**src/rtl/pixl_pkg.sv**
```systemverilog
// Shared types and constants for the pixl 3x3 window engine.
// FSM and serial sub-state enums, sizing localparams, saturation helper.
package pixl_pkg;

  localparam int unsigned CLK_DIV    = 163;
  localparam int unsigned OVERSAMPLE = 16;
  localparam int unsigned DATA_BITS  = 8;
  localparam int unsigned N_TAPS     = 9;
  localparam int unsigned ACC_W      = 20;

  typedef enum logic [1:0] {
    LOAD_K,
    LOAD_P,
    MAC,
    SEND
  } eng_st_t;

  typedef enum logic [1:0] {
    IDLE,
    START,
    DATA,
    STOP
  } ser_st_t;

  function automatic logic [7:0] sat8(
    input logic [ACC_W-1:0] a
  );
    return (a > ACC_W'(255)) ? 8'hFF : a[7:0];
  endfunction

endpackage

```
**src/rtl/pixl_serial.sv**
```systemverilog
// Baud tick generator plus 8N1 receiver and transmitter.
// Ports: clk, rst_n, rx/tx line, rx_data/rx_done, tx_data/tx_start/tx_busy.
module pixl_serial
  import pixl_pkg::*;
#(
  parameter int unsigned DIV = CLK_DIV
) (
  input  logic       clk,
  input  logic       rst_n,
  input  logic       rx,
  output logic       tx,
  output logic [7:0] rx_data,
  output logic       rx_done,
  input  logic [7:0] tx_data,
  input  logic       tx_start,
  output logic       tx_busy
);

  localparam int unsigned DW = (DIV > 1) ? $clog2(DIV) : 1;
  localparam logic [3:0] OS_LAST  = 4'(OVERSAMPLE - 1);
  localparam logic [3:0] OS_MID   = 4'(OVERSAMPLE / 2 - 1);
  localparam logic [2:0] BIT_LAST = 3'(DATA_BITS - 1);

  logic [DW-1:0] div_q, div_d;
  logic          tick;

  logic [1:0] rx_sync_q;
  logic       rx_prev_q;
  logic       rx_s;

  ser_st_t    rs_q, rs_d;
  logic [3:0] rcnt_q, rcnt_d;
  logic [2:0] rbit_q, rbit_d;
  logic [7:0] rsh_q, rsh_d;
  logic       rdone_q, rdone_d;

  ser_st_t    ts_q, ts_d;
  logic [3:0] tcnt_q, tcnt_d;
  logic [2:0] tbit_q, tbit_d;
  logic [7:0] tsh_q, tsh_d;
  logic       txo_q, txo_d;

  assign tick    = (div_q == DW'(DIV - 1));
  assign rx_s    = rx_sync_q[1];
  assign rx_data = rsh_q;
  assign rx_done = rdone_q;
  assign tx      = txo_q;
  assign tx_busy = (ts_q != IDLE);

  always_comb begin
    div_d = tick ? '0 : div_q + DW'(1);
  end

  always_comb begin
    rs_d    = rs_q;
    rcnt_d  = rcnt_q;
    rbit_d  = rbit_q;
    rsh_d   = rsh_q;
    rdone_d = 1'b0;
    unique case (rs_q)
      IDLE: begin
        if (rx_prev_q && !rx_s) begin
          rs_d   = START;
          rcnt_d = '0;
        end
      end
      START: begin
        if (tick) begin
          if (rcnt_q == OS_MID) begin
            // a glitch shorter than half a bit is not a start
            rcnt_d = '0;
            rbit_d = '0;
            rs_d   = rx_s ? IDLE : DATA;
          end else begin
            rcnt_d = rcnt_q + 4'd1;
          end
        end
      end
      DATA: begin
        if (tick) begin
          if (rcnt_q == OS_LAST) begin
            rcnt_d = '0;
            rsh_d  = {rx_s, rsh_q[7:1]};
            if (rbit_q == BIT_LAST) begin
              rs_d = STOP;
            end else begin
              rbit_d = rbit_q + 3'd1;
            end
          end else begin
            rcnt_d = rcnt_q + 4'd1;
          end
        end
      end
      STOP: begin
        if (tick) begin
          if (rcnt_q == OS_LAST) begin
            rs_d    = IDLE;
            rdone_d = rx_s;
          end else begin
            rcnt_d = rcnt_q + 4'd1;
          end
        end
      end
      default: rs_d = IDLE;
    endcase
  end

  always_comb begin
    ts_d   = ts_q;
    tcnt_d = tcnt_q;
    tbit_d = tbit_q;
    tsh_d  = tsh_q;
    txo_d  = txo_q;
    unique case (ts_q)
      IDLE: begin
        txo_d = 1'b1;
        if (tx_start) begin
          ts_d   = START;
          tcnt_d = '0;
          tsh_d  = tx_data;
          txo_d  = 1'b0;
        end
      end
      START: begin
        if (tick) begin
          if (tcnt_q == OS_LAST) begin
            ts_d   = DATA;
            tcnt_d = '0;
            tbit_d = '0;
            txo_d  = tsh_q[0];
          end else begin
            tcnt_d = tcnt_q + 4'd1;
          end
        end
      end
      DATA: begin
        if (tick) begin
          if (tcnt_q == OS_LAST) begin
            tcnt_d = '0;
            if (tbit_q == BIT_LAST) begin
              ts_d  = STOP;
              txo_d = 1'b1;
            end else begin
              tbit_d = tbit_q + 3'd1;
              tsh_d  = {1'b0, tsh_q[7:1]};
              txo_d  = tsh_q[1];
            end
          end else begin
            tcnt_d = tcnt_q + 4'd1;
          end
        end
      end
      STOP: begin
        if (tick) begin
          if (tcnt_q == OS_LAST) begin
            ts_d = IDLE;
          end else begin
            tcnt_d = tcnt_q + 4'd1;
          end
        end
      end
      default: ts_d = IDLE;
    endcase
  end

  always_ff @(posedge clk or negedge rst_n) begin
    if (!rst_n) begin
      div_q     <= '0;
      rx_sync_q <= 2'b11;
      rx_prev_q <= 1'b1;
      rs_q      <= IDLE;
      rcnt_q    <= '0;
      rbit_q    <= '0;
      rsh_q     <= '0;
      rdone_q   <= 1'b0;
      ts_q      <= IDLE;
      tcnt_q    <= '0;
      tbit_q    <= '0;
      tsh_q     <= '0;
      txo_q     <= 1'b1;
    end else begin
      div_q     <= div_d;
      rx_sync_q <= {rx_sync_q[0], rx};
      rx_prev_q <= rx_s;
      rs_q      <= rs_d;
      rcnt_q    <= rcnt_d;
      rbit_q    <= rbit_d;
      rsh_q     <= rsh_d;
      rdone_q   <= rdone_d;
      ts_q      <= ts_d;
      tcnt_q    <= tcnt_d;
      tbit_q    <= tbit_d;
      tsh_q     <= tsh_d;
      txo_q     <= txo_d;
    end
  end

endmodule

```
**src/rtl/pixl_engine.sv**
```systemverilog
// UART-attached 3x3 window engine: kernel, then pixel windows, saturated dot product out.
// Ports: clk, reset (async active-low), rx (serial in), tx (serial out).
module pixl_engine
  import pixl_pkg::*;
#(
  parameter int unsigned BAUD_DIV = CLK_DIV
) (
  input  logic clk,
  input  logic reset,
  input  logic rx,
  output logic tx
);

  localparam logic [3:0] LAST = 4'(N_TAPS - 1);

  logic [1:0] rst_sync_q;
  logic       rst_n;

  logic [7:0] rx_data;
  logic       rx_done;
  logic [7:0] tx_data;
  logic       tx_start;
  logic       tx_busy;

  eng_st_t          st_q, st_d;
  logic [3:0]       idx_q, idx_d;
  logic [7:0]       kern_q [N_TAPS];
  logic [7:0]       kern_d [N_TAPS];
  logic [7:0]       pix_q  [N_TAPS];
  logic [7:0]       pix_d  [N_TAPS];
  logic [ACC_W-1:0] acc_q, acc_d;
  logic [7:0]       hold_q, hold_d;
  logic             hold_v_q, hold_v_d;
  logic             in_v;
  logic [7:0]       in_b;
  logic [15:0]      prod;

  // assert immediately, release two clocks after reset rises
  always_ff @(posedge clk or negedge reset) begin
    if (!reset) begin
      rst_sync_q <= 2'b00;
    end else begin
      rst_sync_q <= {rst_sync_q[0], 1'b1};
    end
  end

  assign rst_n = rst_sync_q[1];

  pixl_serial #(
    .DIV(BAUD_DIV)
  ) u_serial (
    .clk      (clk),
    .rst_n    (rst_n),
    .rx       (rx),
    .tx       (tx),
    .rx_data  (rx_data),
    .rx_done  (rx_done),
    .tx_data  (tx_data),
    .tx_start (tx_start),
    .tx_busy  (tx_busy)
  );

  assign prod    = {8'd0, kern_q[idx_q]} * {8'd0, pix_q[idx_q]};
  assign tx_data = sat8(acc_q);

  // byte source: holding register drains first once back in a load state
  always_comb begin
    hold_d   = hold_q;
    hold_v_d = hold_v_q;
    in_v     = 1'b0;
    in_b     = rx_data;
    if (st_q == LOAD_K || st_q == LOAD_P) begin
      if (hold_v_q) begin
        in_v     = 1'b1;
        in_b     = hold_q;
        hold_v_d = rx_done;
        hold_d   = rx_done ? rx_data : hold_q;
      end else begin
        in_v = rx_done;
      end
    end else if (rx_done) begin
      hold_v_d = 1'b1;
      hold_d   = rx_data;
    end
  end

  always_comb begin
    st_d     = st_q;
    idx_d    = idx_q;
    kern_d   = kern_q;
    pix_d    = pix_q;
    acc_d    = acc_q;
    tx_start = 1'b0;
    unique case (st_q)
      LOAD_K: begin
        if (in_v) begin
          kern_d[idx_q] = in_b;
          if (idx_q == LAST) begin
            idx_d = '0;
            st_d  = LOAD_P;
          end else begin
            idx_d = idx_q + 4'd1;
          end
        end
      end
      LOAD_P: begin
        if (in_v) begin
          pix_d[idx_q] = in_b;
          if (idx_q == LAST) begin
            idx_d = '0;
            acc_d = '0;
            st_d  = MAC;
          end else begin
            idx_d = idx_q + 4'd1;
          end
        end
      end
      MAC: begin
        acc_d = acc_q + {{(ACC_W - 16){1'b0}}, prod};
        if (idx_q == LAST) begin
          idx_d = '0;
          st_d  = SEND;
        end else begin
          idx_d = idx_q + 4'd1;
        end
      end
      SEND: begin
        if (!tx_busy) begin
          tx_start = 1'b1;
          st_d     = LOAD_P;
        end
      end
      default: st_d = LOAD_K;
    endcase
  end

  always_ff @(posedge clk or negedge rst_n) begin
    if (!rst_n) begin
      st_q     <= LOAD_K;
      idx_q    <= '0;
      acc_q    <= '0;
      hold_q   <= '0;
      hold_v_q <= 1'b0;
      for (int i = 0; i < int'(N_TAPS); i++) begin
        kern_q[i] <= '0;
        pix_q[i]  <= '0;
      end
    end else begin
      st_q     <= st_d;
      idx_q    <= idx_d;
      acc_q    <= acc_d;
      hold_q   <= hold_d;
      hold_v_q <= hold_v_d;
      kern_q   <= kern_d;
      pix_q    <= pix_d;
    end
  end

endmodule

```
**config.mk**
```make
export PLATFORM = sky130hd
export DESIGN_NAME = pixl_engine
export DESIGN_NICKNAME = d
export VERILOG_FILES = /design/src/rtl/pixl_pkg.sv /design/src/rtl/pixl_serial.sv /design/src/rtl/pixl_engine.sv
export SDC_FILE = /design/constraint.sdc
export NUM_CORES = 1
export LEC_CHECK = 0
export ABC_AREA = 1
export CAP_MARGIN = 15
export CORE_UTILIZATION = 45
export CTS_CLUSTER_SIZE = 30
export DETAILED_ROUTE_END_ITERATION = 6
export HOLD_SLACK_MARGIN = 0.15
export SLEW_MARGIN = 10
export SYNTH_ARGS = -nofsm -noshare
export SYNTH_HDL_FRONTEND = slang
export SYNTH_SLANG_ARGS = --single-unit
export TNS_END_PERCENT = 30
```
**constraint.sdc**
```tcl
create_clock -name clk -period 7.7 [get_ports clk]
set_clock_uncertainty 0.1 [all_clocks]
set_input_delay 0.77 -clock clk [delete_from_list [all_inputs] [get_ports clk]]
set_output_delay 0.77 -clock clk [all_outputs]
set_load 0.02 [all_outputs]
```
==> run metrics <==
worst vdd ir=0.154 mV; Most used DFF post-synth=dfrtp_1; Mean Syn Cell Area=8.36 um2; M1 WL=15,300 um; TNS Setup=0 ns; Synthesis Warnings=0; pwr/cell area=175 nW/um2; DRC viols=0; Net Sw Frac=22.6%; Critical Path End Type=register; fin util=49.9%; Layout area overhead=7.87%; height of the die=between 150 and 200 um; clk sinks=228; Tmin final=6.00 ns; CTS tree=built; Inserted Diodes=0; Initial DRC Count=714; Logic pwr share=3.5%; CP required=approximately 8 ns; count of boundary I/O pins=4; Cell Chain, Critical Path=nor2_2 -> inv_2 -> nor2_1 -> o21ai_0 -> o211ai_1 -> o21ai_1 -> inv_1 -> nand2_1 -> fa_1 -> inv_1 -> fa_1 -> inv_1 -> fa_1 -> fa_1 -> inv_1 -> ha_1 -> or2_2 -> nand3_1 -> nand2_1 -> or2_2 -> nand3_1 -> o21ai_0; Sw Pwr=0.592 mW; share of layout cells above drive strength 1=roughly 8.4%; top cells by area, synth=dfrtp_1 (40%), nand2_1 (8.2%), fa_1 (7.2%); Routability Congestion=0.865; Largest delay share family, worst path=adder cells; Final ANT Viol Nets=0; CP max stage cell=nor2_2; met2 routed WL=14,100 um; Synth top area share=40.3%; GRT Total Usage=21.0%; WS Path Type=register to register; Initial Util=46.3%; leak pwr=about 7.6 nW; Least-Margin Pin Slew=1.07 ns; Die Wd=178 um; Final HPWL DP=21,800 um; initial antenna violation count=0; sequential share of power=47.0%; Num CTS Buffers=26; clock-pin slew on the worst setup and hold paths=0.06 ns; first-pass GRT wire length=52,800 um; Die Area=31,600 um2; dpl cell area=14,100 um2; Seq/Total Area, Yosys=between 40% and 50%; f_max=0.167 GHz; crit-path max FO=18; via count=10,400; Site Rows=63; DR top layer=met4; cell internal pwr=2.03 mW; overall routed net length=~31,000 um; crit path DAT=between 6 and 7 ns; vias per cell=5.07; Worst Hold Class=register to register; number of synthesized register bits=228; H-tree level count=1; CTS root buf=clkbuf_16; Synth Net Count=1,778; Cells after Synth=1,662; status=completed; I/O Buffers=3; placed insts=2,001; critical path launch point type=register; Worst path max stage delay=0.67 ns; Post-Layout Cell Count=2,048; post-CTS setup buffers=0; number of flops mapped to enable cells by yosys=0; post-CTS sizing=0; GRT Residual Overflow=0; Post-CTS Hold Buffers=0; Final Hold Fails=0; vias in the first global route=between 10,000 and 15,000; most frequent cell after synthesis=nand2_1; Slew Limit Fails=0; WL met3=1180 um; Synth area leader=dfrtp_1; total core area=30,000 um2; Synth top cells by count=nand2_1 (302), nor2_1 (231), inv_1 (229); number of distinct library cells after synthesis=49; worst skew pair latency=0.56 ns; Longest Clk Path Bufs=3; Buffers & Inverters on Critical Path=5; # nets final=approximately 1,800; relative slew slack=28.6%; period utilization=between 70 and 80%; area of the mapped netlist=about 14,000 um2; clock power share=49.5%; RSZ-0062 raised after global routing=no; Final setup viols=0; largest net degree at the start of global routing=around 100; ys async rst share=100%; Max-cap violations=0; drt pass-1 iters=5; Avg WL per Cell=15.3 um; post-route cell area=15,000 um2
## layout by cell type, fill, tap and decap left out, types with 2 or more instances in the layout
cell | synthesis | layout
nand2_1 | 302 | 302
nor2_1 | 231 | 231
inv_1 | 229 | 229
dfrtp_1 | 224 | 222
o21ai_0 | 122 | 122
a21oi_1 | 116 | 116
ha_1 | 63 | 63
nand3_1 | 60 | 60
fa_1 | 50 | 50
o211ai_1 | 37 | 37
clkbuf_16 | 0 | 26
a21oi_2 | 18 | 18
o22ai_1 | 17 | 17
nor3_4 | 16 | 16
inv_2 | 12 | 12
o21ai_1 | 12 | 12
o22ai_2 | 11 | 11
xor2_1 | 9 | 9
nor2_2 | 8 | 8
nor2_4 | 7 | 7
o21a_1 | 7 | 7
clkbuf_8 | 0 | 7
buf_4 | 16 | 7
or2_2 | 6 | 6
clkbuf_1 | 10 | 6
nor3_1 | 5 | 5
xnor2_1 | 5 | 5
nand3b_1 | 5 | 5
nand4_1 | 4 | 4
dfstp_2 | 4 | 4
or2_1 | 3 | 3
bufinv_16 | 0 | 3
clkdlybuf4s50_1 | 0 | 3
inv_4 | 2 | 2
o21ai_4 | 2 | 2
clkinv_2 | 0 | 2
## through the flow
| step | power (mW) | worst slack, ns | hold WS [ns] |
|---|---|---|---|
| 2_1_floorplan | 1.32 | 0.783 | 0.231 |
| 3_3_place_gp | 1.35 | 1.86 | 0.236 |
| 3_5_place_dp | 1.35 | 1.74 | 0.248 |
| 4_1_cts | 2.66 | 1.73 | 0.264 |
| 5_1_grt | 2.72 | 1.28 | 0.266 |
| 6_report | 2.62 | 1.70 | 0.264 |
## layout make-up
type / count / area (um2)
clock buffers: 39 / 769
clock inverters: 8 / 146
fillers: 2886 / 15000
inverters: 243 / 917
multi-input cells: 1130 / 6870
flip-flops and latches: 228 / 5720
well taps: 390 / 488
repair buffers: 10 / 82.6
## flip-flops by register name, summed over array words and instances, names as in the netlist, 2 cells and up, named ones only
name and flops:
u_serial.tcnt_q 4, u_serial.rx_sync_q 2, idx_q 4, u_serial.ts_q 2, u_serial.rcnt_q 4, u_serial.div_q 8
u_serial.rx_data 8, rst_sync_q 2, u_serial.tbit_q 3, kern_q 72, u_serial.tsh_q 8, acc_q 20
st_q 2, hold_q 8, u_serial.rbit_q 3, pix_q 72
## worst register-to-register path, stage by stage, from the launching register on
cell	delay, ns
dfrtp_1	0.46
nor2_2	0.67
inv_2	0.39
nor2_1	0.20
o21ai_0	0.10
o211ai_1	0.09
o21ai_1	0.15
inv_1	0.19
nand2_1	0.10
fa_1	0.51
inv_1	0.05
fa_1	0.50
inv_1	0.05
fa_1	0.46
fa_1	0.54
inv_1	0.04
ha_1	0.32
or2_2	0.33
nand3_1	0.09
nand2_1	0.09
or2_2	0.28
nand3_1	0.06
o21ai_0	0.08
## per-layer routing
layer	up-vias	track usage (%)
li1	5266	-
met1	4892	30.4
met2	182	33.6
met3	42	2.10
met4	0	5.63
met5	-	0
## power by group through the flow
stage          Combinational [mW]  Sequential (mW)  Clock [mW]
3_3_place_gp               0.0934             1.25           0
2_1_floorplan              0.0636             1.26           0
5_1_grt                     0.111             1.24        1.38
6_report                   0.0926             1.23        1.30
4_1_cts                    0.0951             1.23        1.33
3_5_place_dp               0.0945             1.26           0
## path summary, 6_finish.rpt
kind                                               from                       to  slack, ns  cells after the start
worst max-delay path               idx_q[3]$_DFFE_PN0P_    acc_q[11]$_DFFE_PN0P_       1.70                     22
worst min-delay path            rst_sync_q[0]$_DFF_PN0_  rst_sync_q[1]$_DFF_PN0_       0.26                      0
worst max register to register     idx_q[3]$_DFFE_PN0P_    acc_q[11]$_DFFE_PN0P_       1.70                     22
worst min register to register  rst_sync_q[0]$_DFF_PN0_  rst_sync_q[1]$_DFF_PN0_       0.26                      0
max in group asynchronous       rst_sync_q[1]$_DFF_PN0_     acc_q[1]$_DFFE_PN0P_       5.49                      1
min in group asynchronous                         reset  rst_sync_q[0]$_DFF_PN0_       0.28                      1
## kinds of logic after synthesis
kind of cell,share of synthesized area [%]
flops,41.1
other cells,0.0270
compound gates,15.0
xor+xnor,0.883
fa+ha+maj,12.9
simple gates,20.7
buf+inv,9.46
Power figures use the tool's default switching activity.
